### src/rtl/datapath_pkg.sv
// rtl/datapath_pkg.sv - shared encodings, FSM states and status width for datapath_mc (DATAPATH_STATUS_EXT_EN selects {V,N,Z} status)
package datapath_pkg;

    typedef enum logic [1:0] {
        ALU_ADD = 2'b00,
        ALU_SUB = 2'b01,
        ALU_AND = 2'b10,
        ALU_NOT = 2'b11
    } alu_op_e;

    typedef enum logic [1:0] {
        SH_PASS = 2'b00,
        SH_LSL  = 2'b01,
        SH_LSR  = 2'b10,
        SH_ASR  = 2'b11
    } shift_op_e;

    typedef enum logic [2:0] {
        ST_IDLE   = 3'd0,
        ST_LOAD_A = 3'd1,
        ST_LOAD_B = 3'd2,
        ST_EXEC   = 3'd3,
        ST_WB     = 3'd4
    } state_e;

`ifdef DATAPATH_STATUS_EXT_EN
    // status = {V, N, Z}
    localparam int STATUS_W = 3;
`else
    // status = Z only
    localparam int STATUS_W = 1;
`endif

endpackage

### src/rtl/datapath_regfile.sv
// rtl/datapath_regfile.sv - NREGS x WIDTH register file, one sync write port, two async read ports
module datapath_regfile #(
    parameter int WIDTH = 16,
    parameter int NREGS = 8,
    parameter int RAW   = $clog2(NREGS)
) (
    input  logic             clk,
    input  logic             reset,
    input  logic             i_we,
    input  logic [RAW-1:0]   i_waddr,
    input  logic [WIDTH-1:0] i_wdata,
    input  logic [RAW-1:0]   i_raddr_a,
    output logic [WIDTH-1:0] o_rdata_a,
    input  logic [RAW-1:0]   i_raddr_b,
    output logic [WIDTH-1:0] o_rdata_b
);

    logic [WIDTH-1:0] r_mem [NREGS];

    // Storage: cleared on reset, written on the clock edge when enabled
    always_ff @(posedge clk or posedge reset) begin
        if (reset) begin
            for (int i = 0; i < NREGS; i++) begin
                r_mem[i] <= '0;
            end
        end else if (i_we) begin
            r_mem[i_waddr] <= i_wdata;
        end
    end

    assign o_rdata_a = r_mem[i_raddr_a];
    assign o_rdata_b = r_mem[i_raddr_b];

endmodule

### src/rtl/datapath_mc.sv
// rtl/datapath_mc.sv - multi-cycle datapath top: FSM, operand latches, shifter, ALU, C/status (DATAPATH_STATUS_EXT_EN adds V/N flags)
module datapath_mc
    import datapath_pkg::*;
#(
    parameter  int WIDTH = 16,
    parameter  int NREGS = 8,
    localparam int RAW   = $clog2(NREGS)
) (
    input  logic                clk,
    input  logic                reset,
    input  logic                start,
    input  logic [RAW-1:0]      readnum_a,
    input  logic [RAW-1:0]      readnum_b,
    input  logic [RAW-1:0]      writenum,
    input  logic                write,
    input  logic                vsel,
    input  logic                asel,
    input  logic                bsel,
    input  logic [1:0]          shift,
    input  logic [1:0]          ALUop,
    input  logic [WIDTH-1:0]    datapath_in,
    output logic                busy,
    output logic                done,
    output logic [WIDTH-1:0]    datapath_out,
    output logic [STATUS_W-1:0] status
);

    state_e r_state;
    state_e w_next_state;

    logic w_ld_cmd;
    logic w_ld_a;
    logic w_ld_b;
    logic w_ld_c;
    logic w_wb;

    // Command captured at start; the controller may change its inputs afterwards
    logic [RAW-1:0]   r_ra;
    logic [RAW-1:0]   r_rb;
    logic [RAW-1:0]   r_wn;
    logic             r_write;
    logic             r_vsel;
    logic             r_asel;
    logic             r_bsel;
    shift_op_e        r_shift;
    alu_op_e          r_aluop;
    logic [WIDTH-1:0] r_imm;

    logic [WIDTH-1:0]    r_a;
    logic [WIDTH-1:0]    r_b;
    logic [WIDTH-1:0]    r_c;
    logic [STATUS_W-1:0] r_status;

    logic [WIDTH-1:0]    w_rd_a;
    logic [WIDTH-1:0]    w_rd_b;
    logic [WIDTH-1:0]    w_bsh;
    logic [WIDTH-1:0]    w_ain;
    logic [WIDTH-1:0]    w_bin;
    logic [WIDTH-1:0]    w_alu;
    logic [STATUS_W-1:0] w_flags;
    logic                w_we;
    logic [WIDTH-1:0]    w_wdata;

    // FSM state register
    always_ff @(posedge clk or posedge reset) begin
        if (reset) begin
            r_state <= ST_IDLE;
        end else begin
            r_state <= w_next_state;
        end
    end

    // FSM next state: only IDLE waits, every other state advances unconditionally
    always_comb begin
        w_next_state = ST_IDLE;
        case (r_state)
            ST_IDLE:   w_next_state = start ? ST_LOAD_A : ST_IDLE;
            ST_LOAD_A: w_next_state = ST_LOAD_B;
            ST_LOAD_B: w_next_state = ST_EXEC;
            ST_EXEC:   w_next_state = ST_WB;
            ST_WB:     w_next_state = ST_IDLE;
            default:   w_next_state = ST_IDLE;
        endcase
    end

    // FSM outputs: per-state load strobes plus busy/done
    always_comb begin
        w_ld_cmd = 1'b0;
        w_ld_a   = 1'b0;
        w_ld_b   = 1'b0;
        w_ld_c   = 1'b0;
        w_wb     = 1'b0;
        busy     = 1'b1;
        done     = 1'b0;
        case (r_state)
            ST_IDLE: begin
                busy     = 1'b0;
                w_ld_cmd = start;
            end
            ST_LOAD_A: w_ld_a = 1'b1;
            ST_LOAD_B: w_ld_b = 1'b1;
            ST_EXEC:   w_ld_c = 1'b1;
            ST_WB: begin
                w_wb = 1'b1;
                done = 1'b1;
            end
            default: busy = 1'b0;
        endcase
    end

    // Command latch, loaded only on the IDLE start edge
    always_ff @(posedge clk or posedge reset) begin
        if (reset) begin
            r_ra    <= '0;
            r_rb    <= '0;
            r_wn    <= '0;
            r_write <= 1'b0;
            r_vsel  <= 1'b0;
            r_asel  <= 1'b0;
            r_bsel  <= 1'b0;
            r_shift <= SH_PASS;
            r_aluop <= ALU_ADD;
            r_imm   <= '0;
        end else if (w_ld_cmd) begin
            r_ra    <= readnum_a;
            r_rb    <= readnum_b;
            r_wn    <= writenum;
            r_write <= write;
            r_vsel  <= vsel;
            r_asel  <= asel;
            r_bsel  <= bsel;
            r_shift <= shift_op_e'(shift);
            r_aluop <= alu_op_e'(ALUop);
            r_imm   <= datapath_in;
        end
    end

    // Operand latches A/B, result C and status; C and status hold between ops
    always_ff @(posedge clk or posedge reset) begin
        if (reset) begin
            r_a      <= '0;
            r_b      <= '0;
            r_c      <= '0;
            r_status <= '0;
        end else begin
            if (w_ld_a) r_a <= w_rd_a;
            if (w_ld_b) r_b <= w_rd_b;
            if (w_ld_c) begin
                r_c      <= w_alu;
                r_status <= w_flags;
            end
        end
    end

    // Shifter on the B operand
    always_comb begin
        w_bsh = r_b;
        case (r_shift)
            SH_PASS: w_bsh = r_b;
            SH_LSL:  w_bsh = {r_b[WIDTH-2:0], 1'b0};
            SH_LSR:  w_bsh = {1'b0, r_b[WIDTH-1:1]};
            SH_ASR:  w_bsh = {r_b[WIDTH-1], r_b[WIDTH-1:1]};
            default: w_bsh = r_b;
        endcase
    end

    assign w_ain = r_asel ? '0 : r_a;
    assign w_bin = r_bsel ? r_imm : w_bsh;

    // ALU; carry out is dropped by truncation to WIDTH
    always_comb begin
        w_alu = '0;
        case (r_aluop)
            ALU_ADD: w_alu = w_ain + w_bin;
            ALU_SUB: w_alu = w_ain - w_bin;
            ALU_AND: w_alu = w_ain & w_bin;
            ALU_NOT: w_alu = ~w_bin;
            default: w_alu = '0;
        endcase
    end

`ifdef DATAPATH_STATUS_EXT_EN
    logic w_ovf;

    // Flags {V, N, Z}; V is signed overflow for add/sub only
    always_comb begin
        w_ovf = 1'b0;
        case (r_aluop)
            ALU_ADD: w_ovf = (w_ain[WIDTH-1] == w_bin[WIDTH-1]) && (w_alu[WIDTH-1] != w_ain[WIDTH-1]);
            ALU_SUB: w_ovf = (w_ain[WIDTH-1] != w_bin[WIDTH-1]) && (w_alu[WIDTH-1] != w_ain[WIDTH-1]);
            default: w_ovf = 1'b0;
        endcase
        w_flags = {w_ovf, w_alu[WIDTH-1], (w_alu == '0)};
    end
`else
    // Zero flag only
    always_comb begin
        w_flags = (w_alu == '0);
    end
`endif

    assign w_we    = w_wb & r_write;
    assign w_wdata = r_vsel ? r_imm : r_c;

    datapath_regfile #(
        .WIDTH (WIDTH),
        .NREGS (NREGS),
        .RAW   (RAW)
    ) u_regfile (
        .clk       (clk),
        .reset     (reset),
        .i_we      (w_we),
        .i_waddr   (r_wn),
        .i_wdata   (w_wdata),
        .i_raddr_a (r_ra),
        .o_rdata_a (w_rd_a),
        .i_raddr_b (r_rb),
        .o_rdata_b (w_rd_b)
    );

    assign datapath_out = r_c;
    assign status       = r_status;

endmodule
### config.mk
export PLATFORM = sky130hd
export DESIGN_NAME = datapath_mc
export DESIGN_NICKNAME = d
export VERILOG_FILES = /design/src/rtl/datapath_pkg.sv /design/src/rtl/datapath_regfile.sv /design/src/rtl/datapath_mc.sv
export SDC_FILE = /design/constraint.sdc
export NUM_CORES = 1
export LEC_CHECK = 0
export ABC_CLOCK_PERIOD_IN_PS = 12850
export CAP_MARGIN = 10
export CORE_MARGIN = 1.5
export CORE_UTILIZATION = 50
export CTS_CLUSTER_DIAMETER = 40
export DETAILED_ROUTE_END_ITERATION = 10
export GPL_TIMING_DRIVEN = 1
export PLACE_DENSITY = 0.7
export SLEW_MARGIN = 20
export SYNTH_ARGS = -nofsm -noshare
export SYNTH_HDL_FRONTEND = slang
export SYNTH_SLANG_ARGS = --single-unit
### constraint.sdc
create_clock -name clk -period 12.85 [get_ports clk]
set_input_delay 2.57 -clock clk [delete_from_list [all_inputs] [get_ports clk]]
set_output_delay 2.57 -clock clk [all_outputs]
set_load 0.01 [all_outputs]
* Word-level counts from Yosys, hierarchy flattened
Index checks and enable logic that the tools add are counted.
Word-level totals: register bits 213, input port bits 36, output and inout bits 19, word-level logic and storage cells 73
Cells by class: $add $sub $neg 2, magnitude comparators 4, equality and inequality tests 10, mux-type cells 22, bitwise gates (word level) 6, reduce and logical (&&, ||, !) cells 6
Operators with widths (number):
- 128-bit bitwise mux | 1
- 16-bit two-way mux | 8
- 16-bit one-hot mux with 4 select lines | 2
- 16-bit binary-select mux with 3-bit select | 2
- 16-bit demux with 3-bit select | 1
- 16-bit adder | 1
- 16-bit bitwise AND | 1
- 16-bit logical NOT | 1
- 16-bit NOT | 1
- 16-bit subtractor | 1
- 4-bit >= comparator (second input constant) | 3
- 3-bit NOT with 4-bit output | 3
- 3-bit one-hot mux with 4 select lines | 1
- 2-bit equality test (second input constant) | 4
- 1-bit two-way mux | 7
- 3-bit by 2-bit equality test with 1-bit output (second input constant) | 2
- 2-bit by 1-bit equality test with 1-bit output (second input constant) | 2
- 2-bit logical NOT | 2
- 4-bit by 1-bit < comparator with 1-bit output (second input constant) | 1
- 4-bit OR reduction | 1
- 3-bit by 1-bit equality test with 1-bit output (second input constant) | 1
- 3-bit equality test (second input constant) | 1
- 3-bit logical NOT | 1
- 1-bit bitwise AND | 1
- 1-bit logical AND | 1

* Longest topological paths before layout
Gate-level depths: netlist (run 1).
word-level depth 6, gate-level depth with buffers 18, mapped depth without buffers 16

* Modules after synthesis
From an unflattened synthesis (run 1), not the netlist that was laid out.
Second synthesis, totals: cells, all modules 939, area total of the unflattened synthesis 12607.1 um2
Modules (own cells, without submodules):
- datapath_regfile | times used 1, cells an instance 396, area each 7036.7 um2, seq. area each 3203.1 um2
- datapath_mc | times used 1, cells an instance 543, area each 5570.3 um2, seq. area each 2127.0 um2

* Least setup slack after synthesis (run 1)
No wires, ideal clock.
path type flip-flop to flip-flop, start point register r_shift[1], end point register r_status (netlist: status), setup time 66 ps, data arrival time 3828 ps, data required time 12784 ps, slack 8955 ps, stages on the path, launching flop included 18, buffers on the path 2, clock period less this slack 3895 ps, cells stage by stage dfrtp_1 buf_4 buf_6 or2_1 o221ai_2 ha_1 nand3_1 o31ai_1 xor2_1 ha_1 a21o_1 a221oi_1 a21oi_1 xnor2_1 o21ai_1 or4_1 nor4_2 a41o_1
Between the ends: cells in the longest elaborated chain, start to end 6, elaborated cells between the ends (all ways) 12, classes of those cells add/sub: 2; eq/ne: 3; mux: 3; bitwise: 2; reduce/logical: 2
Ends and longest elaborated chain:
- start: declaration | RTL line datapath_mc.sv:45 | shift_op_e r_shift;
- start signal: assignment | RTL line datapath_mc.sv:132 | r_shift <= shift_op_e'(shift);
- 2-bit equality test (tied with other cells) | RTL line datapath_mc.sv:158 | case (r_shift)
- 16-bit one-hot mux with 4 select lines * | RTL line datapath_mc.sv:158
- 16-bit two-way mux * | RTL line datapath_mc.sv:168 | assign w_bin = r_bsel ? r_imm : w_bsh;
- 16-bit subtractor (tied with other cells) | RTL line datapath_mc.sv:175 | ALU_SUB: w_alu = w_ain - w_bin;
- 16-bit one-hot mux with 4 select lines * | RTL line datapath_mc.sv:173 | case (r_aluop)
- 16-bit logical NOT * | RTL line datapath_mc.sv:198 | w_flags = (w_alu == '0);
- end signal: assignment | RTL line datapath_mc.sv:150 | r_status <= w_flags;
- end: declaration | RTL line datapath_mc.sv:52 | logic [STATUS_W-1:0] r_status;
Every way passes the cells marked *; elsewhere a longest branch is shown, timed or not. A chain may end at the register's enable or synchronous reset.

* Worst setup path after layout (run 1)
start point register r_shift[0], end point register r_status (netlist: status)
Same word-level chain as after synthesis.

==> flow_summary_export.csv, run 1 <==
group,metric,value,unit
finish,drive_gt1_share,18.1,%
clock_network,cts_sinks,213,
drt,drtIter0Drc,608,
setup_path,critPathRequiredTime,13300,ps
worst_hold_path,hp-class,"reg -> reg",
timing,fmax,210,MHz
logic_synthesis,synth_nets,1177,
setup_path,crit_path_cell_trace,"mux2_2, o221ai_2, ha_1, nand3_1, o31ai_1, xor2_1, ha_1, a21o_1, a221oi_1, a21oi_1, xnor2_1, o21ai_1, or4_1, nor4_2, a41o_1",
drt,routed_via_density,5.88,
clock_network,ctsHoldBuffers,0,
grt,grt.total_usage,25.7,%
finish,area.sequential,0.00534,mm²
logic_synthesis,async_flop_share,100,%
drt,route.vias.total,8805,
finish,fin_util,58.9,%
timing,final_hold_viol_count,0,
placed_design,port_buffers,54,
clock_network,post-cts-setup-buffers,0,
worst_hold_path,hold_end,"u_regfile.r_mem[39]",
drt,wl_per_cell,20.1,µm
floorplan,core_region_area,0.0233,mm²
worst_hold_path,hold_start,"u_regfile.r_mem[39]",
logic_synthesis,ys.flop_type,"dfrtp_1",
clock_network,htree_levels,2,
placed_design,dp_hpwl,19800,µm
timing,clock-skew-final,19.9,ps
timing,post-route-period-util,37.1,%
logic_synthesis,synth_area_leader_cell,"dfrtp_1",
logic_synthesis,syn_area,0.0118,mm²
setup_path,cp_top_family,"compound AO/OA/AOI/OAI gates",
timing,slew_headroom,28.4,%
finish,n_fill_cell,1925,
grt,grt-ovfl-total,0,
timing,rsz0062_at_grt,"false",
floorplan,die_h,157,µm
floorplan,die_area,0.0246,mm²
logic_synthesis,ys_top_cells_by_area,"dfrtp_1 45%, mux4_2 12%, mux2i_1 5.7%",
clock_network,clock_latency,510,ps
timing,drv_slew,0,
clock_network,cts_buffers,34,
setup_path,cp_max_fo,18,
floorplan,initial_utilization,50.7,%
timing,worst_pin_slew,1070,ps
logic_synthesis,synth_top_cell_area_share,45.1,%
timing,period_minus_slack,4770,ps
floorplan,die_w,157,µm
timing,fin_setup_tns,0,ps
clock_network,cts_resized,0,
setup_path,rr_endpoint,"status",
setup_path,slowest_stage,"dfrtp_1",
grt,grt_pass1_wl,48400,µm
worst_hold_path,hold_path_depth,2,
logic_synthesis,ys_seq_area_share,45.1,%
job,maxCapViolCount,0,
setup_path,crit_path_start_kind,"register",
clock_network,clk_pin_slew,60,ps
pwr,ir_worst_vdd,143,µV
finish,diodes,0,
logic_synthesis,yosysWarnings,0,
logic_synthesis,synth_commonest_cells,"213 x dfrtp_1, 125 x nor2_1, 113 x a21oi_1, 113 x nand2_1, 101 x o21ai_0",
status,status,"completed",
setup_path,crit_top_cell,"ha_1",
drt,routed-wl-met2,14800,µm
drt,wirelength,30100,µm
logic_synthesis,synth_edf_count,0,
clock_network,cts_tree,"built",
logic_synthesis,yosysMostFrequentCell,"dfrtp_1",
drt,routed.top_layer,"met5",
clock_network,clock-root-buffer,"clkbuf_16",
setup_path,worstSetupEndpointType,"register",
logic_synthesis,synth_seq_cells,213,
floorplan,rows,56,
drt,remaining_drc_errors,0,
clock_network,clock_path_buffers,3,
pwr,total_power,4.46,mW
pwr,power.density,325,mW/mm²
logic_synthesis,syn_inst,1123,
timing,setup_viol,0,
drt,wirelength_met1,12900,µm
setup_path,worstRegToRegCells,15,
setup_path,slowest_delay,870,ps
drt,drt-pass1-iter-count,5,
setup_path,r2r-start,"r_shift[0]",
logic_synthesis,ys_types,71,
setup_path,critPathKind,"reg -> reg",
grt,grt_pass1_vias,9015,
setup_path,cp.arrival,5220,ps
setup_path,worst-path-buf-inv,0,
setup_path,regToRegSetupSlack,8080,ps
pwr,power.leakage,5.89,nW
drt,drtAntennaViolNets,0,
grt,grt_max_degree,143,
finish,nets,1207,
floorplan,boundaryPins,55,
finish,area_growth,16.3,%
grt,antenna_found_initial,1,
logic_synthesis,syn_area_per_cell,10.5,µm²
placed_design,gp_congestion,0.890,
finish,multi_input_area,0.00609,mm²
drt,wl_met3,1660,µm
worst max path at each step:
stage / startpoint / to / slack, ps / cells after the start
3_5_place_dp: r_bsel / status / 7950 / 15
2_1_floorplan: reset / datapath_out[0] / 4460 / 1
4_1_cts: r_bsel / status / 7930 / 16
3_3_place_gp: reset / datapath_out[2] / 8050 / 3
6_report: r_shift[0] / status / 8080 / 15
5_1_grt: r_shift[0] / status / 7680 / 15
per-stage QoR:
stage | setup slack, ps | hold slack [ps] | std cells | area (µm²)
6_report | 8080 | 498 | 1497 | 13700
5_1_grt | 7680 | 519 | 1497 | 13700
4_1_cts | 7930 | 499 | 1497 | 13700
3_5_place_dp | 7950 | 486 | 1436 | 12600
3_3_place_gp | 8050 | 475 | 1436 | 12600
2_1_floorplan | 4460 | 461 | 1123 | 11800
area by class of cell:
class	instances	share of cell area [%]
Sequential cell	213	38.8
Tap cell	319	2.90
Inverter	22	0.655
Multi-Input combinational cell	810	44.3
Timing Repair Buffer	72	4.91
Clock inverter	26	2.10
Clock buffer	35	6.29
layer usage:
metal / up-vias / GRT usage (%)
met2: 244 / 43.2
li1: 4114 / -
met1: 4387 / 34.3
met4: 2 / 7.39
met5: - / 0
met3: 58 / 4.24
cells in the final DEF, fill, tap and decap left out, types with 5 or more instances in the layout:
cell and n:
inv_1 17, inv_6 6, or2_2 5, xor2_1 7, a31oi_1 8, clkinvlp_4 5, a21o_1 7, a221oi_1 6
mux4_2 64, nand3_1 12, clkdlybuf4s50_1 54, dfrtp_1 208, ha_1 17, mux2_2 26, dfrtp_2 5, xnor2_1 15
mux2i_1 67, o21ai_0 101, a221o_1 5, nor3b_2 7, nand2b_1 7, a21oi_1 113, buf_4 18, nor2_1 124
clkinv_4 6, a221oi_2 5, and3_1 5, nand2_1 112, nor2b_1 20, nor3b_1 9, clkbuf_16 34
state kept, by name (all words and copies together), names as in the netlist, 2 cells and up:
name,count
u_regfile.r_mem,128
datapath_out,16
r_a,16
r_b,16
r_imm,16
r_ra,3
r_rb,3
r_state,3
r_wn,3
r_aluop,2
r_shift,2
worst register-to-register path: stages, from the launching register on:
cell and delay [ps]:
dfrtp_1 870, mux2_2 450, o221ai_2 270, ha_1 260
nand3_1 110, o31ai_1 440, xor2_1 130, ha_1 380
a21o_1 210, a221oi_1 300, a21oi_1 120, xnor2_1 180
o21ai_1 100, or4_1 540, nor4_2 170, a41o_1 200
power breakdown:
part	switching (mW)	total (mW)	leakage [nW]	internal, mW
clock	0.353	0.919	0.554	0.565
sequential	0.347	1.29	2.77	0.948
combinational	1.22	2.25	2.57	1.03
total	1.92	4.46	5.89	2.55
cells by family (layout without fill, tap and decap cells):
group / after synthesis / count (layout) / share of synthesized area [%]
AOI/OAI and AO/OA: 276 / 276 / 14.0
xor gates and xnor gates: 22 / 22 / 1.63
adders and majority gates: 18 / 18 / 1.97
buffers and inverters: 100 / 155 / 3.68
DFF: 213 / 213 / 45.1
muxes: 158 / 158 / 20.4
and+or+nand+nor: 336 / 336 / 13.2
No activity file was read; power rests on OpenSTA's default activity.
==> inputs of run 2 (changes only) <==
ABC_CLOCK_PERIOD_IN_PS = 3900   (was 12850)
PLACE_DENSITY = 0.73   (was 0.7)
clock period = 3.9 ns   (was 12.85 ns; I/O delays follow)
==> run 2 against run 1 <==
Effect of this change: the run now ends with negative setup slack left; critical path depth is 2 higher; clock-buffer cell count grew 2; register-to-register slack worse by 8200 ps; final cell count up 4.7%; maximum frequency up 20%; first-iteration DRC count is 9.9% higher; utilization rose by 3.2 points; wire length rose by 2.4%; cell area grew 5.4%; sequential cell count unchanged; hold slack improved by 2.6 ps.
==> flow_summary_export.csv, run 2 (synthesis results as in run 1) <==
group,metric,value,unit
timing,period_minus_slack,3980,ps
setup_path,cp_max_fo,7,
timing,post-route-period-util,102,%
floorplan,die_w,157,µm
timing,setup_ws,-84.0,ps
finish,drive_gt1_share,25.5,%
finish,largest_register,"u_regfile.r_mem",
setup_path,slowest_delay,550,ps
clock_network,clock_path_buffers,3,
setup_path,critPathRequiredTime,4370,ps
finish,final_cell_area,0.0145,mm²
timing,setup_viol,1,
drt,routed_via_density,5.89,
clock_network,clock_latency,530,ps
timing,worst_pin_slew,1220,ps
drt,remaining_drc_errors,0,
placed_design,dp_hpwl,20800,µm
floorplan,die_h,157,µm
finish,largest_reg_flops,128,
grt,grt-ovfl-total,0,
setup_path,critPathKind,"reg -> reg",
status,violations,"negative setup slack",
setup_path,slowest_stage,"or4_4",
timing,final_hold_viol_count,0,
timing,fin_setup_tns,-84.0,ps
floorplan,core_region_area,0.0233,mm²
setup_path,cp_top_family,"simple AND/OR/NAND/NOR gates",
clock_network,cts_tree,"built",
setup_path,regToRegSetupSlack,-80,ps
placed_design,place_inst,1501,
worst_hold_path,hold_start,"u_regfile.r_mem[103]",
finish,area_growth,22.5,%
finish,diodes,0,
finish,fin_cells,1567,
setup_path,worst-path-buf-inv,3,
floorplan,rows,56,
worst_hold_path,hold_path_depth,2,
finish,layout_commonest_cell,"dfrtp_1",
drt,drtIter0Drc,668,
timing,slew_headroom,19.0,%
timing,fmax,251,MHz
grt,grt_pass1_wl,49200,µm
status,status,"complete, but fails checks",
job,maxCapViolCount,0,
grt,grt.total_usage,26.0,%
placed_design,gp_congestion,0.905,
grt,grt_pass1_vias,9194,
setup_path,worstRegToRegCells,17,
clock_network,cts_buffers,28,
placed_design,port_buffers,54,
clock_network,clock-root-buffer,"clkbuf_16",
drt,wl_per_cell,19.6,µm
setup_path,crit_path_start_kind,"register",
timing,clock-skew-final,8.49,ps
floorplan,die_area,0.0246,mm²
floorplan,initial_utilization,50.7,%
placed_design,post_dp_cell_area,0.0131,mm²
grt,antenna_found_initial,0,
worst_hold_path,hp-class,"reg -> reg",
finish,nets,1282,
drt,route.vias.total,9223,
setup_path,rr_endpoint,"status",
timing,rsz0062_at_grt,"true",
setup_path,cp.arrival,4450,ps
clock_network,cts_sinks,213,
finish,n_fill_cell,1810,
finish,multi_input_area,0.00636,mm²
worst_hold_path,hold_end,"u_regfile.r_mem[103]",
drt,drt-pass1-iter-count,5,
clock_network,htree_levels,1,
drt,wirelength,30800,µm
setup_path,r2r-start,"r_shift[0]",
timing,drv_slew,0,
setup_path,worstSetupEndpointType,"register",
drt,drtAntennaViolNets,0,
floorplan,boundaryPins,55,
grt,grt_max_degree,123,
clock_network,clk_pin_slew,50,ps
setup_path,crit_path_cell_trace,"or3b_4, a2bb2oi_4, inv_2, ha_4, a21oi_2, xor2_1, ha_1, a21o_1, buf_6, a221oi_2, buf_4, xnor2_2, o221ai_2, nand4_1, or4_4, nor4_4, a41o_1",
finish,area.sequential,0.00534,mm²
finish,final_cell_mix,"206 x dfrtp_1, 122 x nor2_1, 111 x nand2_1, 108 x a21oi_1, 100 x o21ai_0",
[run 2: layer usage]
layer	share of wire, %	GRT usage [%]	vias up
met5	0	0	-
met4	3.4	9.98	0
met3	5.3	3.43	84
met2	49	42.8	300
met1	42	35.1	4566
li1	-	-	4273
[run 2: cell type report]
type | count | share of cell area [%]
multi-input cells | 810 | 43.9
flip-flops and latches | 213 | 36.8
repair buffers | 153 | 9.34
clock buffers | 37 | 5.49
well taps | 319 | 2.75
clock inverters | 13 | 1.04
inverters | 22 | 0.596
[run 2: worst max path at each step]
stage | start | end | depth (start not counted)
2_1_floorplan | r_shift[1] | status | 17
3_3_place_gp | r_shift[0] | status | 15
3_5_place_dp | r_shift[0] | status | 15
4_1_cts | r_shift[0] | status | 15
5_1_grt | r_shift[0] | status | 16
6_report | r_shift[0] | status | 17
[run 2: worst min-delay path, stage by stage (launching register included)]
cell and delay, ps:
dfrtp_1 350, nand2_1 50, o21ai_0 60
[run 2: what timing repair did]
| action | in CTS | in global routing |
|---|---|---|
| endpoints found under the setup margin | 3 | 8 |
| gates cloned | 0 | 0 |
| pin swaps | 29 | 25 |
| resized for setup | 40 | 26 |
| hold buffers | 0 | 0 |
| buffers inserted | 14 | 3 |
[run 2: metrics by stage]
step	hold slack (ps)	util, %	worst slack (ps)
final	500	62.1	-84.0
after global routing	521	62.1	-245
after CTS	504	61.5	-21.2
after detailed placement	490	56.2	-134
after global placement	474	56.2	-51.2
after floorplan	461	-	5.45
Power of run 2 is not shown: default switching activity piles up to over one toggle a cycle in this logic, so the estimate is an artifact.
==> inputs of run 3 (changes only) <==
--- a/config.mk
+++ b/config.mk
@@ -7,5 +7,5 @@
 export LEC_CHECK = 0
 export ABC_CLOCK_PERIOD_IN_PS = 3900
-export CAP_MARGIN = 10
+export CAP_MARGIN = 20
 export CORE_MARGIN = 1.5
 export CORE_UTILIZATION = 50
==> constraint.sdc (replaced) <==
create_clock -name clk -period 3.9 [get_ports clk]
set_input_delay 0.78 -clock clk [delete_from_list [all_inputs] [get_ports clk]]
set_output_delay 0.78 -clock clk [all_outputs]
set_load 0.05 [all_outputs]
==> run 3 against run 2 <==
Effect of this change: utilization is 0.064 points higher; the flow still finishes with violations (negative setup slack); first-iteration DRC count increased by 11%; sequential cell count is the same.
==> flow_summary_export.csv, run 3 (synthesis results as in run 1) <==
group,metric,value,unit
grt,grt_pass1_wl,49200,µm
placed_design,port_buffers,54,
status,status,"complete, but fails checks",
clock_network,clock_path_buffers,3,
floorplan,core_region_area,0.0233,mm²
setup_path,crit_path_start_kind,"register",
timing,worst_pin_slew,1070,ps
drt,wl_per_cell,19.7,µm
finish,diodes,0,
setup_path,worstRegToRegCells,17,
placed_design,gp_congestion,0.905,
clock_network,cts_tree,"built",
setup_path,critPathKind,"reg -> reg",
finish,nets,1283,
finish,area_growth,22.7,%
setup_path,cp.arrival,4440,ps
clock_network,htree_levels,1,
timing,clock-skew-final,9.04,ps
floorplan,boundaryPins,55,
floorplan,die_h,157,µm
status,violations,"negative setup slack",
finish,layout_commonest_cell,"dfrtp_1",
timing,period_minus_slack,3970,ps
placed_design,post_dp_cell_area,0.0131,mm²
setup_path,worstSetupEndpointType,"register",
drt,drt-pass1-iter-count,5,
grt,grt.total_usage,26.0,%
clock_network,cts_buffers,28,
grt,grt_pass1_vias,9194,
timing,slew_headroom,28.7,%
drt,remaining_drc_errors,0,
drt,route.vias.total,9231,
floorplan,die_area,0.0246,mm²
finish,largest_reg_flops,128,
grt,antenna_found_initial,0,
clock_network,clock_latency,530,ps
setup_path,critPathRequiredTime,4370,ps
timing,drv_slew,0,
clock_network,ctsHoldBuffers,0,
timing,post-route-period-util,102,%
grt,grt_max_degree,123,
setup_path,slowest_delay,560,ps
timing,rsz0062_at_grt,"true",
placed_design,dp_hpwl,20800,µm
drt,drtIter0Drc,744,
setup_path,path_depth,17,
setup_path,slowest_stage,"or4_4",
worst_hold_path,hp-class,"reg -> reg",
drt,wirelength,30800,µm
finish,final_cell_mix,"206 x dfrtp_1, 122 x nor2_1, 111 x nand2_1, 108 x a21oi_1, 100 x o21ai_0",
timing,setup_ws,-73.8,ps
floorplan,rows,56,
drt,routed_via_density,5.89,
grt,grt-ovfl-total,0,
clock_network,clock-root-buffer,"clkbuf_16",
job,maxCapViolCount,0,
setup_path,crit_path_cell_trace,"or3b_4, a2bb2oi_4, inv_2, ha_4, a21oi_2, xor2_1, ha_1, a21o_1, buf_6, a221oi_2, buf_4, xnor2_2, o221ai_2, nand4_1, or4_4, nor4_4, a41o_1",
finish,final_cell_area,0.0145,mm²
floorplan,initial_utilization,50.7,%
finish,largest_register,"u_regfile.r_mem",
clock_network,clk_pin_slew,50,ps
setup_path,cp_top_family,"simple AND/OR/NAND/NOR gates",
worst_hold_path,hold_path_depth,2,
timing,setup_viol,1,
timing,fmax,252,MHz
finish,n_fill_cell,1803,
drt,drtAntennaViolNets,0,
timing,final_hold_viol_count,0,
setup_path,cp_max_fo,7,
clock_network,cts_sinks,213,
finish,drive_gt1_share,25.5,%
floorplan,die_w,157,µm
setup_path,worst-path-buf-inv,3,
==> run 3: changes by cell type in the layout (fill, tap and decap cells not counted) <==
cell,change
buf_8,+1
==> run 3: path summary, 6_finish.rpt <==
path	from	end	slack [ps]
worst max-delay path	r_shift[0]	status	-70
min in group asynchronous	reset	u_regfile.r_mem[77]	760
worst max register to register	r_shift[0]	status	-70
worst min-delay path	u_regfile.r_mem[36]	u_regfile.r_mem[36]	500
worst min register to register	u_regfile.r_mem[36]	u_regfile.r_mem[36]	500
max in group asynchronous	reset	datapath_out[5]	2590
==> run 3: timing repair <==
item	CTS	global route
endpoints found under the setup margin	3	8
pin swaps	29	25
setup buffers	14	3
resized for setup	40	26
==> run 3: layout make-up <==
cell class	count	area, µm²	share of cell area, %
clock inverters	13	150	1.04
multi-input cells	810	6360	43.9
inverters	22	86.3	0.595
clock buffers	37	796	5.49
well taps	319	399	2.75
repair buffers	154	1370	9.44
flip-flops and latches	213	5340	36.8
==> run 3: metrics by stage <==
step	std cells	setup slack (ps)	util, %	hold WS, ps	setup TNS, ps
2_1_floorplan	1123	5.45	-	461	0
3_3_place_gp	1501	-51.2	56.2	474	-51.2
3_5_place_dp	1501	-134	56.2	490	-188
4_1_cts	1565	-21.2	61.5	504	-21.2
5_1_grt	1568	-245	62.2	521	-635
6_report	1568	-73.8	62.2	498	-73.8
==> run 3: layer usage <==
layer  GRT usage, %  wire (µm)
met4           9.98       1080
met3           3.43       1810
met1           35.1      12900
met2           42.8      15100
met5              0          0
==> run 3: tightest hold or removal path: stages, from the launching register on <==
cell     delay, ps
dfrtp_1        350
nand2_1         50
o21ai_0         60
Power of run 3 is left out for the same reason.
